<file path="config.mk">
export PLATFORM = sky130hd
export DESIGN_NAME = ps2_tx
export DESIGN_NICKNAME = d
export VERILOG_FILES = /design/src/rtl/ps2_pkg.sv /design/src/rtl/ps2_sync.sv /design/src/rtl/ps2_tx.sv
export SDC_FILE = /design/constraint.sdc
export NUM_CORES = 1
export LEC_CHECK = 0
export ABC_AREA = 1
export BUFFER_PORTS_ARGS = -buffer_cell sky130_fd_sc_hd__clkbuf_2
export CAP_MARGIN = 20
export CORE_MARGIN = 5
export CORE_UTILIZATION = 48
export DETAILED_ROUTE_END_ITERATION = 12
export PLACE_DENSITY = 0.7
export SYNTH_ARGS = -nofsm -noshare
export SYNTH_HDL_FRONTEND = slang
export SYNTH_SLANG_ARGS = --single-unit
</file>
<file path="constraint.sdc">
create_clock -name clock -period 2.65 [get_ports clock]
set_input_delay 0.265 -clock clock [delete_from_list [all_inputs] [get_ports clock]]
set_output_delay 0.265 -clock clock [all_outputs]
set_load 0.01 [all_outputs]
</file>
<file path="src/rtl/ps2_pkg.sv">
// PS/2 host transmitter shared types and timing derivations.
// Optional timeout is enabled with PS2_TX_TIMEOUT_EN.
package ps2_pkg;

    typedef enum logic [2:0] {
        IDLE,
        INHIBIT,
        REQ,
        SEND,
        ACK,
        WAITIDLE
    } state_t;

    // 100 us clock inhibit, rounded up
    function automatic int unsigned inh_cycles(input int unsigned hz);
        return (hz + 32'd9999) / 32'd10000;
    endfunction

    // 15 ms whole-transfer limit
    function automatic int unsigned tmo_cycles(input int unsigned hz);
        logic [63:0] t;
        t = 64'(hz) * 64'd15 / 64'd1000;
        return t[31:0];
    endfunction

endpackage

</file>
<file path="src/rtl/ps2_sync.sv">
// Two-flop pad synchroniser with falling-edge detect.
// One instance per PS/2 line.
module ps2_sync (
    input  logic i_clk,
    input  logic i_rst_n,
    input  logic i_pad,
    output logic o_sync,
    output logic o_fall
);

    logic [2:0] r_sh;

    // Idle PS/2 lines are high, so reset to 1
    always_ff @(posedge i_clk or negedge i_rst_n) begin
        if (!i_rst_n) r_sh <= 3'b111;
        else          r_sh <= {r_sh[1:0], i_pad};
    end

    assign o_sync = r_sh[1];
    assign o_fall = r_sh[2] & ~r_sh[1];

endmodule

</file>
<file path="src/rtl/ps2_tx.sv">
// PS/2 host-to-device byte transmitter (inhibit, request, 11-bit frame, ack).
// Define PS2_TX_TIMEOUT_EN to abort transfers that stall beyond 15 ms.
module ps2_tx
    import ps2_pkg::*;
#(
    parameter int unsigned CLKHZ = 28000000
) (
    input  logic       clock,
    input  logic       reset,
    input  logic       strobe,
    input  logic [7:0] data,
    output logic       busy,
    output logic       done,
    output logic       error,
    input  logic       ps2CkI,
    output logic       ps2CkO,
    input  logic       ps2DtI,
    output logic       ps2DtO
);

    localparam int unsigned INH = inh_cycles(CLKHZ);
    localparam logic [31:0] INH_LAST = 32'(INH - 1);

    state_t      r_state;
    state_t      w_next;
    logic [7:0]  r_data;
    logic        r_par;
    logic [3:0]  r_bits;
    logic [31:0] r_cnt;
    logic        r_done;
    logic        r_error;

    logic w_ck, w_ckf, w_dt, w_dtf;
    logic w_accept, w_inh_end, w_idle, w_nak, w_tmo, w_bit;

    ps2_sync u_sync_ck (
        .i_clk   (clock),
        .i_rst_n (reset),
        .i_pad   (ps2CkI),
        .o_sync  (w_ck),
        .o_fall  (w_ckf)
    );

    ps2_sync u_sync_dt (
        .i_clk   (clock),
        .i_rst_n (reset),
        .i_pad   (ps2DtI),
        .o_sync  (w_dt),
        .o_fall  (w_dtf)
    );

    assign w_accept  = (r_state == IDLE) & strobe & ~r_done & ~r_error;
    assign w_inh_end = (r_state == INHIBIT) && (r_cnt == INH_LAST);
    assign w_idle    = w_ck & w_dt & ~w_ckf & ~w_dtf;
    assign w_nak     = (r_state == ACK) & w_ckf & w_dt;

`ifdef PS2_TX_TIMEOUT_EN
    localparam int unsigned TMO = tmo_cycles(CLKHZ);
    localparam logic [31:0] TMO_LAST = 32'(TMO - 1);

    logic [31:0] r_tmo;
    logic        w_active;

    assign w_active = (r_state == REQ) | (r_state == SEND) |
                      (r_state == ACK) | (r_state == WAITIDLE);
    assign w_tmo    = w_active && (r_tmo == TMO_LAST);

    always_ff @(posedge clock or negedge reset) begin
        if (!reset)                r_tmo <= '0;
        else if (w_active && !w_tmo) r_tmo <= r_tmo + 32'd1;
        else                       r_tmo <= '0;
    end
`else
    assign w_tmo = 1'b0;
`endif

    always_ff @(posedge clock or negedge reset) begin
        if (!reset) r_state <= IDLE;
        else        r_state <= w_next;
    end

    always_comb begin
        w_next = r_state;
        if (w_tmo) begin
            w_next = IDLE;
        end else begin
            unique case (r_state)
                IDLE:     if (w_accept) w_next = INHIBIT;
                INHIBIT:  if (w_inh_end) w_next = REQ;
                REQ:      w_next = SEND;
                SEND:     if (w_ckf && r_bits == 4'd9) w_next = ACK;
                ACK:      if (w_ckf) w_next = w_dt ? IDLE : WAITIDLE;
                WAITIDLE: if (w_idle) w_next = IDLE;
                default:  w_next = IDLE;
            endcase
        end
    end

    // Bit on the wire after r_bits device falling edges
    always_comb begin
        w_bit = 1'b1;
        if (r_bits == 4'd0)      w_bit = 1'b0;
        else if (r_bits <= 4'd8) w_bit = r_data[r_bits[2:0] - 3'd1];
        else if (r_bits == 4'd9) w_bit = r_par;
    end

    always_comb begin
        ps2CkO = 1'b1;
        ps2DtO = 1'b1;
        unique case (r_state)
            INHIBIT: begin
                ps2CkO = 1'b0;
                ps2DtO = ~w_inh_end;
            end
            REQ:     ps2DtO = 1'b0;
            SEND:    ps2DtO = w_bit;
            default: ;
        endcase
    end

    always_ff @(posedge clock or negedge reset) begin
        if (!reset) begin
            r_data  <= '0;
            r_par   <= 1'b0;
            r_bits  <= '0;
            r_cnt   <= '0;
            r_done  <= 1'b0;
            r_error <= 1'b0;
        end else begin
            r_done  <= (r_state == WAITIDLE) & w_idle & ~w_tmo;
            r_error <= w_tmo | w_nak;
            if (r_state == INHIBIT) r_cnt <= r_cnt + 32'd1;
            else                    r_cnt <= '0;
            if (w_accept) begin
                r_data <= data;
                r_par  <= ~^data;
                r_bits <= '0;
            end else if (r_state == SEND && w_ckf && r_bits != 4'hF) begin
                r_bits <= r_bits + 4'd1;
            end
        end
    end

    assign busy  = (r_state != IDLE);
    assign done  = r_done;
    assign error = r_error;

endmodule

</file>
Word-level counts from Yosys, hierarchy flattened
Index checks and enable logic that the tools add are counted.

word-level totals
  register bits = 56
  bits of input ports = 13
  output and inout port bits = 5
  logic and storage cells = 72

cells by class
  add/subtract/negate cells = 3
  magnitude comparators = 2
  equal/unequal tests = 13
  multiplexer cells = 17
  bitwise gates (word level) = 18
  reductions and logical operators = 10

operators with widths
  kind                   count
  $add 32x1->32 const B  1
  $eq 32x12->1 const B   1
  $mux 32                1
  $mux 3                 6
  $pmux 3 s6             1
  $and 1x1->1            11
  $ne 2x2->1 const B     5
  $mux 4                 2
  $reduce_xnor 8->1      1
  $not 1->1              7
  $eq 3x2->1 const B     2
  $eq 3x3->1 const B     2
  $mux 1                 5
  $reduce_and 5->1       1
  $add 4x1->4 const B    1
  $eq 4x4->1 const B     1
  $le 4x4->1 const B     1
  $logic_and 1x1->1      4
  $logic_not 4->1        1
  $lt 3x4->1 const B     1
  $ne 4x4->1 const B     1
  $bmux 1 s3             1
  $eq 3x1->1 const B     1
  $logic_not 3->1        1
  4 further kinds        4

Depth between registers and ports, before layout
  depth in word-level cells = 7
  mapped depth = 11
  depth with buffers taken out = 11

By module
From an unflattened synthesis, not the netlist that was laid out.

second synthesis, totals
  cells, all modules = 453
  area, all modules = 3316.9 um2

by module, submodules not included
  module    instances  cells an instance  area an instance (um2)  seq. area each (um2)
  ps2_tx    1          443                3139.3                  1251.2
  ps2_sync  2          5                  88.8                    78.8

Worst setup path after synthesis
Ideal clock, no wire load.

  path type = flip-flop to output port
  start point = register r_bits[0]
  end point = output port ps2DtO
  data arrival time = 1353 ps
  required time = 2385 ps
  path slack = 1032 ps
  cell stages (with the launch flop) = 9
  buffers on the path = 0
  cells stage by stage = dfrtp_1 inv_1 ha_1 inv_1 nand3_1 nand3_1 nand3b_1 nand2_1 nand3_1

between the ends
  cells in the longest elaborated chain, start to end = 6
  elaborated cells between the ends (all ways) = 10
  those cells by class = 1 x add/sub; 1 x order compare; 1 x eq/ne; 6 x mux; 1 x reduce/logical

RTL lines
  item                          line           source
  start: declaration            ps2_tx.sv:28   logic [3:0] r_bits;
  start signal: assignment      ps2_tx.sv:139  r_bits <= r_bits + 4'd1;
  $sub 3x1->3                   ps2_tx.sv:103  else if (r_bits <= 4'd8) w_bit = r_data[r_bits[2:0] - 3'd1];
  $bmux 1 s3                    ps2_tx.sv:103
  $mux 1 (not written as such)  ps2_tx.sv:103
  $mux 1                        ps2_tx.sv:103
  $mux 1 *                      ps2_tx.sv:102  if (r_bits == 4'd0) w_bit = 1'b0;
  $pmux 1 s3 *                  ps2_tx.sv:110  unique case (r_state)
  end: declaration              ps2_tx.sv:18   output logic ps2DtO

Every way passes the cells marked *; elsewhere a longest branch is shown, timed or not. The select of a mux whose other input is x is not followed.

Final worst setup path
Same ends and word-level chain as after synthesis.

==> out/metrics.yaml <==
sta:
  period_needed_ns: 2.25
  setup_tns_ns: 0
  fin_skew_ns: 0.00936
  rsz0062_at_grt: "no"
  tightest_slew_ns: 0.683
  relSlewSlack_pct: 54.5
  drv_slew: 0
  max_freq_ghz: 0.444
  finalHoldViolCount: 0
  whs_ns: 0.0581
  setup_viol: 0
  post-route-period-util_pct: 85.1
die:
  die_y_um: 93.1
  dieArea_um2: 8660
  fp-row-count: 30
  boundaryPins: 18
  core_um2: 6760
  die_w_um: 93.1
  initial_core_util_pct: 49.0
yosys:
  synth_compound_area_share_pct: 6.27
  synth.net_count: 480
  synth-seq-cells: 55
  synthCells: 462
  synth_top_family_by_area: "simple AND/OR/NAND/NOR gates"
  avgSynthCellArea_um2: 7.17
  synth_cell_types: 34
  synthAdderAreaFrac_pct: 1.89
  synth-seq-area-share_pct: 41.8
  synth_simple_gate_area_share_pct: 38.9
  yosysWarnings: 0
  synth_area_um2: 3310
  synthXorXnorAreaFrac_pct: 3.17
  synthMuxAreaShare_pct: 0
grt:
  grt-ovfl-total: 0
  grt_pass1_vias: 2776
  grt.total_usage_pct: 18.0
  grt_max_degree: 56
  grt_first_pass_wirelength_mm: 12.7
  antenna_found_initial: 0
power_and_ir_drop:
  power_density_nw_per_um2: 679
  power_switching_mw: 0.926
  p_leak_nw: 1.69
  switching_share_pct: 37.6
  p_int_mw: 1.54
  ir_worst_vdd_mv: 0.314
  p_total_mw: 2.46
  power_frac_seq_pct: 43.4
  p_comb_share_pct: 33.3
  p_clk_share_pct: 23.3
critical_path:
  worst-setup-path-type: "reg2out"
  critPathMaxFanout: 8
  cp_data_required_time_ns: 2.38
  rr_startpoint: "r_state[1]$_DFFE_PN0P_"
  start_kind: "register"
  worstPathArrival_ns: 1.99
  crit_start: "r_bits[0]$_DFFE_PN0P_"
  cp-end-kind: "output port"
clock_tree:
  cts_tree: "done"
  cts.reportedPaths.clkPinSlew_ns: 0.10
  cts-buffers-inserted: 5
  cts-root-buf: "clkbuf_8"
  clockBufferDepth: 2
  cts-htree-levels: 2
  cts_resized: 0
  cts_num_sinks: 55
  clk_latency_ns: 0.31
placement:
  io_buffer_count: 17
  place_congestion: 0.860
  dp_hpwl_mm: 5.55
run:
  cap_violations: 0
drt:
  wirelength_mm: 7.25
  drc_errors: 0
  wl_per_cell_um: 12.8
  vias: 2959
  via_per_inst: 5.22
  first_pass_iters: 6
  drt_iter0_markers: 215
  ant_nets: 0
outcome:
  outcome: "finished, final reports clean"
cells_and_area:
  drive_gt1_share_pct: 13.1
  fill_cells: 661
  area_growth_pct: 9.49
  fin_util_pct: 53.6
  fin_nets: 504
  layout_common_cells: "139 x nand2_1, 66 x nor2_1, 59 x inv_1, 50 x dfrtp_1, 34 x nand3_1"
  n_antenna_cell: 0
  mostFrequentLayoutCell: "nand2_1"
min_path:
  min_path_type: "in2async"
==> worst paths after layout <==
path	to	slack, ns	cells after the start
worst max-delay path	ps2DtO	0.40	9
worst min-delay path	r_cnt[7]$_DFF_PN0_	0.06	2
worst min register to register	u_sync_ck.r_sh[1]$_DFF_PN1_	0.36	0
min in group clock	r_data[5]$_DFFE_PN0P_	0.17	3
max in group asynchronous	r_cnt[10]$_DFF_PN0_	2.13	2
worst max register to register	r_bits[3]$_DFFE_PN0P_	0.82	8
==> power groups by stage <==
stage,clock network [mW],registers [mW],logic (mW)
3_5_place_dp,0,1.08,0.814
5_1_grt,0.628,1.09,0.932
6_report,0.575,1.07,0.819
3_3_place_gp,0,1.08,0.782
4_1_cts,0.594,1.07,0.820
2_1_floorplan,0,1.05,0.622
==> cell usage after synthesis, drive strengths merged <==
master | n | share of area (%)
nor4 | 2 | 0.38
nor2 | 74 | 9.9
nand4 | 5 | 0.94
nor3 | 16 | 3.6
xnor2 | 6 | 1.6
inv | 65 | 7.4
o21a | 2 | 0.45
ha | 5 | 1.9
xor2 | 6 | 1.6
nand3 | 35 | 5.4
o21ai | 18 | 2.9
a21oi | 11 | 1.7
a31oi | 2 | 0.38
nor3b | 1 | 0.23
buf | 3 | 0.53
dfrtp | 50 | 38
o21bai | 1 | 0.23
o22ai | 2 | 0.38
a211oi | 1 | 0.23
dfstp | 5 | 4.0
nand3b | 2 | 0.45
clkbuf | 1 | 0.15
nand2 | 149 | 18
==> final cells by class <==
cell class	count	area, um2	area share, %
Sequential cell	55	1380	38.1
Tap cell	80	100	2.76
Clock inverter	3	47.5	1.31
Inverter	65	244	6.73
Timing Repair Buffer	21	120	3.31
Multi-Input combinational cell	338	1660	45.8
Clock buffer	5	68.8	1.90
==> repair_timing <==
| item | CTS | global route |
|---|---|---|
| hold endpoints to repair | 0 | 2 |
| hold buffers | 0 | 2 |
| setup buffers | 0 | 0 |
==> kinds of logic after synthesis <==
group	Yosys count
DFF	55
xor gates and xnor gates	12
buffers and inverters	69
adders and majority gates	5
AOI/OAI and AO/OA	37
and+or+nand+nor	284
==> registers in the layout (all words and copies together) (netlist names) <==
name	count
r_bits	4
r_par	1
u_sync_ck.r_sh	3
error	1
r_data	8
done	1
u_sync_dt.r_sh	2
r_state	3
r_cnt	32
==> per-stage QoR <==
step | std cells | cell area [um2] | setup WS, ns
2_1_floorplan | 462 | 3310 | 1.03
3_3_place_gp | 557 | 3490 | 0.850
3_5_place_dp | 557 | 3490 | 0.742
4_1_cts | 565 | 3600 | 0.386
5_1_grt | 567 | 3620 | 0.227
6_report | 567 | 3620 | 0.396
==> worst max-delay path, stage by stage (launching register included) <==
cell,delay [ns]
dfrtp_1,0.48
inv_1,0.19
ha_1,0.37
inv_1,0.11
nand3_1,0.09
nand3_1,0.09
nand3b_1,0.08
nand2_1,0.07
nand3_1,0.07
clkbuf_2,0.13
==> routing by layer <==
layer | global-route usage [%] | part of all wire, %
met1 | 26.2 | 49
met2 | 28.0 | 45
met3 | 2.49 | 5.0
met4 | 5.25 | 1.0
met5 | 0 | 0
Power figures use the tool's default switching activity.
